`config.mk`:
```
export PLATFORM = sky130hd
export DESIGN_NAME = otter_stim_sequencer
export DESIGN_NICKNAME = d
export VERILOG_FILES = /design/src/rtl/otter_stim_sequencer.sv
export SDC_FILE = /design/constraint.sdc
export NUM_CORES = 1
export LEC_CHECK = 0
export ABC_AREA = 1
export CAP_MARGIN = 20
export CORE_MARGIN = 2
export CORE_UTILIZATION = 49
export CTS_CLUSTER_SIZE = 8
export DETAILED_ROUTE_END_ITERATION = 8
export GPL_ROUTABILITY_DRIVEN = 0
export PLACE_DENSITY = 0.85
export SETUP_SLACK_MARGIN = 0.1
export SLEW_MARGIN = 10
export SYNTH_ARGS = -nofsm -noshare
export SYNTH_HDL_FRONTEND = slang
export SYNTH_SLANG_ARGS = --single-unit
```
`constraint.sdc`:
```
create_clock -name CLK -period 2.4 [get_ports CLK]
set_clock_uncertainty 0.1 [all_clocks]
set_input_delay 0.6 -clock CLK [delete_from_list [all_inputs] [get_ports CLK]]
set_output_delay 0.6 -clock CLK [all_outputs]
set_load 0.05 [all_outputs]
```
`src/rtl/otter_stim_sequencer.sv`:
```
// otter_stim_sequencer
// Stimulus sequencer for OTTER_Wrapper benches and on-board self-test.
// It holds the DUT in reset (DUT_RST drives BTNC) for RST_CYCLES clocks after
// START. It then steps SWITCHES through NUM_STEPS patterns, holding each one
// for STEP_CYCLES clocks. While running it counts stall and branch-taken
// events so that CPI and hazard behaviour can be read without $display.
//
// Configuration macro: OTTER_STIM_LOOP_EN
//   defined   : after the last step, wrap to pattern 0 and keep running (DONE never set)
//   undefined : single pass, ending in FIN with DONE=1
//
// Ports
//   CLK         in   system clock, rising edge
//   RST_N       in   asynchronous active-low reset
//   START       in   start/restart pulse, honoured in IDLE and FIN only
//   PATTERNS    in   pattern k = PATTERNS[k*SW_WIDTH +: SW_WIDTH], sampled on each load edge
//   STALL_EVT   in   DUT load-use stall indication, one per stalled cycle
//   BRANCH_EVT  in   DUT branch-taken indication, one per cycle
//   DUT_RST     out  active-high DUT reset (registered)
//   SWITCHES    out  current pattern (registered)
//   STEP_IDX    out  index of the current pattern (registered)
//   DONE        out  sequence complete (registered)
//   STALL_CNT   out  saturating count of stall events seen in RUN
//   BRANCH_CNT  out  saturating count of branch events seen in RUN
module otter_stim_sequencer #(
  parameter int RST_CYCLES  = 30,
  parameter int SW_WIDTH    = 16,
  parameter int NUM_STEPS   = 4,
  parameter int STEP_CYCLES = 1000,
  parameter int CNT_WIDTH   = 32
) (
  input  logic                          CLK,
  input  logic                          RST_N,
  input  logic                          START,
  input  logic [SW_WIDTH*NUM_STEPS-1:0] PATTERNS,
  input  logic                          STALL_EVT,
  input  logic                          BRANCH_EVT,
  output logic                          DUT_RST,
  output logic [SW_WIDTH-1:0]           SWITCHES,
  output logic [$clog2(NUM_STEPS):0]    STEP_IDX,
  output logic                          DONE,
  output logic [CNT_WIDTH-1:0]          STALL_CNT,
  output logic [CNT_WIDTH-1:0]          BRANCH_CNT
);

  localparam int IDX_W  = $clog2(NUM_STEPS) + 1;
  localparam int HOLD_W = $clog2(RST_CYCLES) + 1;
  localparam int STEP_W = $clog2(STEP_CYCLES) + 1;

  typedef enum logic [1:0] {S_IDLE, S_HOLD, S_RUN, S_FIN} state_t;

  state_t              r_state, w_nextState;
  logic                r_dutRst, w_nDutRst;
  logic [SW_WIDTH-1:0] r_sw, w_nSw;
  logic [IDX_W-1:0]    r_idx, w_nIdx;
  logic                r_done, w_nDone;
  logic [HOLD_W-1:0]   r_hold, w_nHold;
  logic [STEP_W-1:0]   r_step, w_nStep;
  logic [CNT_WIDTH-1:0] r_stall, w_nStall;
  logic [CNT_WIDTH-1:0] r_branch, w_nBranch;

  logic                w_holdLast;
  logic                w_stepLast;
  logic                w_lastIdx;
  logic [IDX_W-1:0]    w_patSel;
  logic [SW_WIDTH-1:0] w_patSelected;

  // Counters compare against param-1 so a parameter of 1 still gives one cycle.
  assign w_holdLast = (r_hold == HOLD_W'(RST_CYCLES - 1));
  assign w_stepLast = (r_step == STEP_W'(STEP_CYCLES - 1));
  assign w_lastIdx  = (r_idx == IDX_W'(NUM_STEPS - 1));

  // The pattern loaded at a step boundary: the next one, or pattern 0 when wrapping.
  assign w_patSel      = w_lastIdx ? '0 : r_idx + IDX_W'(1);
  assign w_patSelected = PATTERNS[int'(w_patSel)*SW_WIDTH +: SW_WIDTH];

  always_ff @(posedge CLK or negedge RST_N) begin
    if (!RST_N) r_state <= S_IDLE;
    else        r_state <= w_nextState;
  end

  always_comb begin
    w_nextState = r_state;
    unique case (r_state)
      S_IDLE:  if (START) w_nextState = S_HOLD;
      S_HOLD:  if (w_holdLast) w_nextState = S_RUN;
      S_RUN: begin
`ifdef OTTER_STIM_LOOP_EN
        w_nextState = S_RUN;
`else
        if (w_stepLast && w_lastIdx) w_nextState = S_FIN;
`endif
      end
      S_FIN:   if (START) w_nextState = S_HOLD;
      default: w_nextState = S_IDLE;
    endcase
  end

  // Next values of every registered output and internal counter.
  always_comb begin
    w_nDutRst = r_dutRst;
    w_nSw     = r_sw;
    w_nIdx    = r_idx;
    w_nDone   = r_done;
    w_nHold   = r_hold;
    w_nStep   = r_step;
    w_nStall  = r_stall;
    w_nBranch = r_branch;
    unique case (r_state)
      S_IDLE, S_FIN: begin
        if (START) begin
          w_nDutRst = 1'b1;
          w_nDone   = 1'b0;
          w_nHold   = '0;
          w_nStall  = '0;
          w_nBranch = '0;
        end
      end
      S_HOLD: begin
        if (w_holdLast) begin
          w_nDutRst = 1'b0;
          w_nSw     = PATTERNS[SW_WIDTH-1:0];
          w_nIdx    = '0;
          w_nStep   = '0;
        end else begin
          w_nHold = r_hold + HOLD_W'(1);
        end
      end
      S_RUN: begin
        // Event counters saturate at all-ones rather than wrapping.
        if (STALL_EVT && (r_stall != '1))   w_nStall  = r_stall + CNT_WIDTH'(1);
        if (BRANCH_EVT && (r_branch != '1)) w_nBranch = r_branch + CNT_WIDTH'(1);
        if (w_stepLast) begin
          w_nStep = '0;
          if (!w_lastIdx) begin
            w_nIdx = w_patSel;
            w_nSw  = w_patSelected;
          end else begin
`ifdef OTTER_STIM_LOOP_EN
            w_nIdx = w_patSel;
            w_nSw  = w_patSelected;
`else
            w_nDone = 1'b1;
`endif
          end
        end else begin
          w_nStep = r_step + STEP_W'(1);
        end
      end
      default: ;
    endcase
  end

  always_ff @(posedge CLK or negedge RST_N) begin
    if (!RST_N) begin
      r_dutRst <= 1'b1;
      r_sw     <= '0;
      r_idx    <= '0;
      r_done   <= 1'b0;
      r_hold   <= '0;
      r_step   <= '0;
      r_stall  <= '0;
      r_branch <= '0;
    end else begin
      r_dutRst <= w_nDutRst;
      r_sw     <= w_nSw;
      r_idx    <= w_nIdx;
      r_done   <= w_nDone;
      r_hold   <= w_nHold;
      r_step   <= w_nStep;
      r_stall  <= w_nStall;
      r_branch <= w_nBranch;
    end
  end

  assign DUT_RST    = r_dutRst;
  assign SWITCHES   = r_sw;
  assign STEP_IDX   = r_idx;
  assign DONE       = r_done;
  assign STALL_CNT  = r_stall;
  assign BRANCH_CNT = r_branch;

endmodule

```
==> results.tsv <==
stage	metric	value	unit
clocking	TritonCTS clock tree	done	
place	DP HPWL	14.9	mm
global_route	Tot GR Track Use	25.8	%
timing	final setup violation count	0	
pwr	VDD IR max	728	uV
timing	final worst path period share	94.5	%
floorplan	Chip Height	126	um
setup_path	max incr delay on CP	0.83	ns
place	IO buf count	153	
logic_synthesis	Syn Nets	1214	
logic_synthesis	area leader, netlist	dfrtp_1	
outcome	status	finished clean	
cells_and_area	Layout fillers	1356	
timing	RSZ-0062 raised after global routing	no	
place	Post-Place Worst Slack	0.0480	ns
clocking	H-tree Lvls	3	
global_route	vias in the first global route	7101	
global_route	largest net degree at the start of global routing	65	
timing	Final Hold Viols	0	
logic_synthesis	yosys warns	0	
global_route	initial antenna violation count	0	
floorplan	Die ar.	15800	um^2
logic_synthesis	post-synth top area share	35.4	%
floorplan	Die X	126	um
routing	DRT Pass-1 Iters	5	
timing	fmax	441	MHz
floorplan	initial core utilization	50.0	%
floorplan	Ports	154	
global_route	grt ovf	0	
logic_synthesis	top area cells in the synthesized netlist	dfrtp_1 (35%), nand2_1 (23%), nand3_1 (8.3%)	
logic_synthesis	Distinct cells, synth	41	
clocking	worst skew pair latency	0.35	ns
timing	PnR worst setup slack	0.133	ns
routing	DRT antenna net count	0	
setup_path	crit path kind	flop to output pin	
routing	1st-iter DRT viols	564	
pwr	Power Dens Cells	886	nW/um^2
setup_path	Crit-path slowest cell	clkdlybuf4s50_1	
logic_synthesis	synthesized instance count	1136	
clocking	Num CTS Buffers	9	
clocking	clock buffer depth	2	
setup_path	Worst path top cell family by delay	buffers and inverters	
timing	Total Negative Setup Slacks	0	ns
global_route	first-pass GRT wire length	33.8	mm
clocking	clock transition at the registers of the reported paths	0.07	ns
cells_and_area	ant diodes	0	
cells_and_area	Final nets	1371	
setup_path	critical path required time	1.70	ns
floorplan	Core ar.	14500	um^2
pwr	Pleak	4.47	nW
clocking	# hold bufs at CTS	0	
cells_and_area	layout cell share with drive strength beyond 1	6.39	%
timing	Slew Limit Headroom	64.7	%
routing	DR vias	7723	
timing	minimum clock period	2.27	ns
setup_path	crit path launch type	flop	
clocking	root buf cell	clkbuf_16	
logic_synthesis	mapped cell area	7270	um^2
logic_synthesis	Seq cells post-synth	104	
routing	DRC	0	
routing	vias per cell	5.21	
setup_path	worst-path maximum fanout	2	
floorplan	row cnt	44	
timing	Tightest Pin Transition	0.527	ns
min_path	Hold Crit Class	primary input to async pin	
logic_synthesis	Seq/Total Area, Yosys	35.8	%
setup_path	CP endpoint kind	output pin	
setup_path	CP cell instances	clkdlybuf4s50_1	
routing	wire per inst	13.6	um
setup_path	Arr. time, crit path	1.57	ns
setup_path	Worst Path Buf+Inv	1	
flow_run	maximum capacitance violations	0	
routing	final WL	20.1	mm
timing	max-slew violation count	0	
clocking	CTS Sinks	104	
logic_synthesis	Avg Cell Area, Syn	6.40	um^2
cells_and_area	Layout area overhead	28.3	%
==> per-layer routing <==
layer | part of all wire [%] | track usage [%]
met3 | 7.6 | 4.46
met1 | 42 | 33.4
met2 | 47 | 42.3
met4 | 3.3 | 12.0
met5 | 0 | 0
==> per-stage QoR <==
stage	instance area, um^2	total power (W)	hold slack [ns]	cells	utilization [%]
2_1_floorplan	7270	0.00524	0.204	1136	-
3_3_place_gp	9050	0.00657	0.356	1460	62.3
3_5_place_dp	9050	0.00664	0.363	1460	62.3
4_1_cts	9280	0.00818	0.0239	1476	63.9
5_1_grt	9330	0.00878	0.0345	1482	64.2
6_report	9330	0.00827	0.0206	1482	64.2
==> cell families after synthesis <==
group,count (synthesis),synth area share [%]
buffers and inverters,134,8.10
adders and majority gates,9,1.55
xor gates and xnor gates,29,3.49
AOI/OAI and AO/OA,102,7.66
and+or+nand+nor,758,43.4
DFF,104,35.8
==> synthesized netlist by cell type (all sizes together) <==
| cell type | count |
|---|---|
| clkbuf | 9 |
| o32ai | 1 |
| o31ai | 1 |
| ha | 9 |
| dfrtp | 103 |
| nand4 | 11 |
| nand2 | 458 |
| nor3b | 1 |
| nand3 | 123 |
| or2 | 3 |
| a21oi | 12 |
| o21bai | 6 |
| nor3 | 4 |
| dfstp | 1 |
| nor2 | 155 |
| a22o | 1 |
| clkinv | 1 |
| xor2 | 13 |
| xnor2 | 16 |
| o211ai | 1 |
| nor2b | 1 |
| inv | 96 |
| nand3b | 2 |
| o21ai | 80 |
| buf | 28 |
==> timing repair <==
item,CTS,global route
setup buffers,0,5
setup endpoints to repair,63,25
pin swaps,0,1
resized for setup,63,2
gates cloned,0,0
==> cell usage in the layout, fill, tap and decap left out, types with 10 or more instances in the layout <==
master | netlist | final
nor2_1 | 147 | 147
nand3_1 | 120 | 120
xnor2_1 | 16 | 16
dfrtp_1 | 103 | 102
xor2_1 | 13 | 13
o21ai_1 | 21 | 21
dlygate4sd2_1 | 0 | 63
nand2_1 | 451 | 451
clkdlybuf4s50_1 | 0 | 84
buf_4 | 2 | 29
inv_1 | 91 | 91
nand4_1 | 10 | 10
o21ai_0 | 57 | 57
a21oi_1 | 11 | 11
==> cell type report <==
class	instances	area (um^2)	share of cell area, %
Tap cell	184	230	2.47
Multi-Input combinational cell	898	4080	43.7
Sequential cell	104	2610	27.9
Clock buffer	11	253	2.71
Inverter	97	367	3.93
Timing Repair Buffer	183	1740	18.7
Clock inverter	5	55.1	0.590
==> power by group <==
| group | leakage (nW) | total (W) | switching, W | internal (W) |
|---|---|---|---|---|
| Sequential | 1.42 | 0.00218 | 0.000190 | 0.00199 |
| Clock | 0.148 | 0.00154 | 0.000679 | 0.000863 |
| Combinational | 2.91 | 0.00454 | 0.00301 | 0.00153 |
| Total | 4.47 | 0.00827 | 0.00388 | 0.00438 |
==> sequential cells by signal, indices dropped and copies added, names as in the netlist <==
signal	flops
STEP_IDX	3
BRANCH_CNT	32
DONE	1
SWITCHES	16
r_state	2
r_step	11
DUT_RST	1
r_hold	6
STALL_CNT	32
==> worst paths after layout <==
| path | startpoint | to | slack (ns) | depth (start not counted) |
|---|---|---|---|---|
| setup / recovery | SWITCHES[6] | SWITCHES[6] | 0.13 | 1 |
| hold / removal | RST_N | r_hold[3] | 0.02 | 1 |
| setup reg to reg | r_state[0] | BRANCH_CNT[8] | 0.33 | 12 |
| hold reg to reg | SWITCHES[15] | SWITCHES[15] | 0.39 | 2 |
| max in group asynchronous | RST_N | BRANCH_CNT[30] | 1.56 | 2 |
| min in group CLK | SWITCHES[15] | SWITCHES[15] | 0.39 | 2 |
Power figures use the tool's default switching activity.
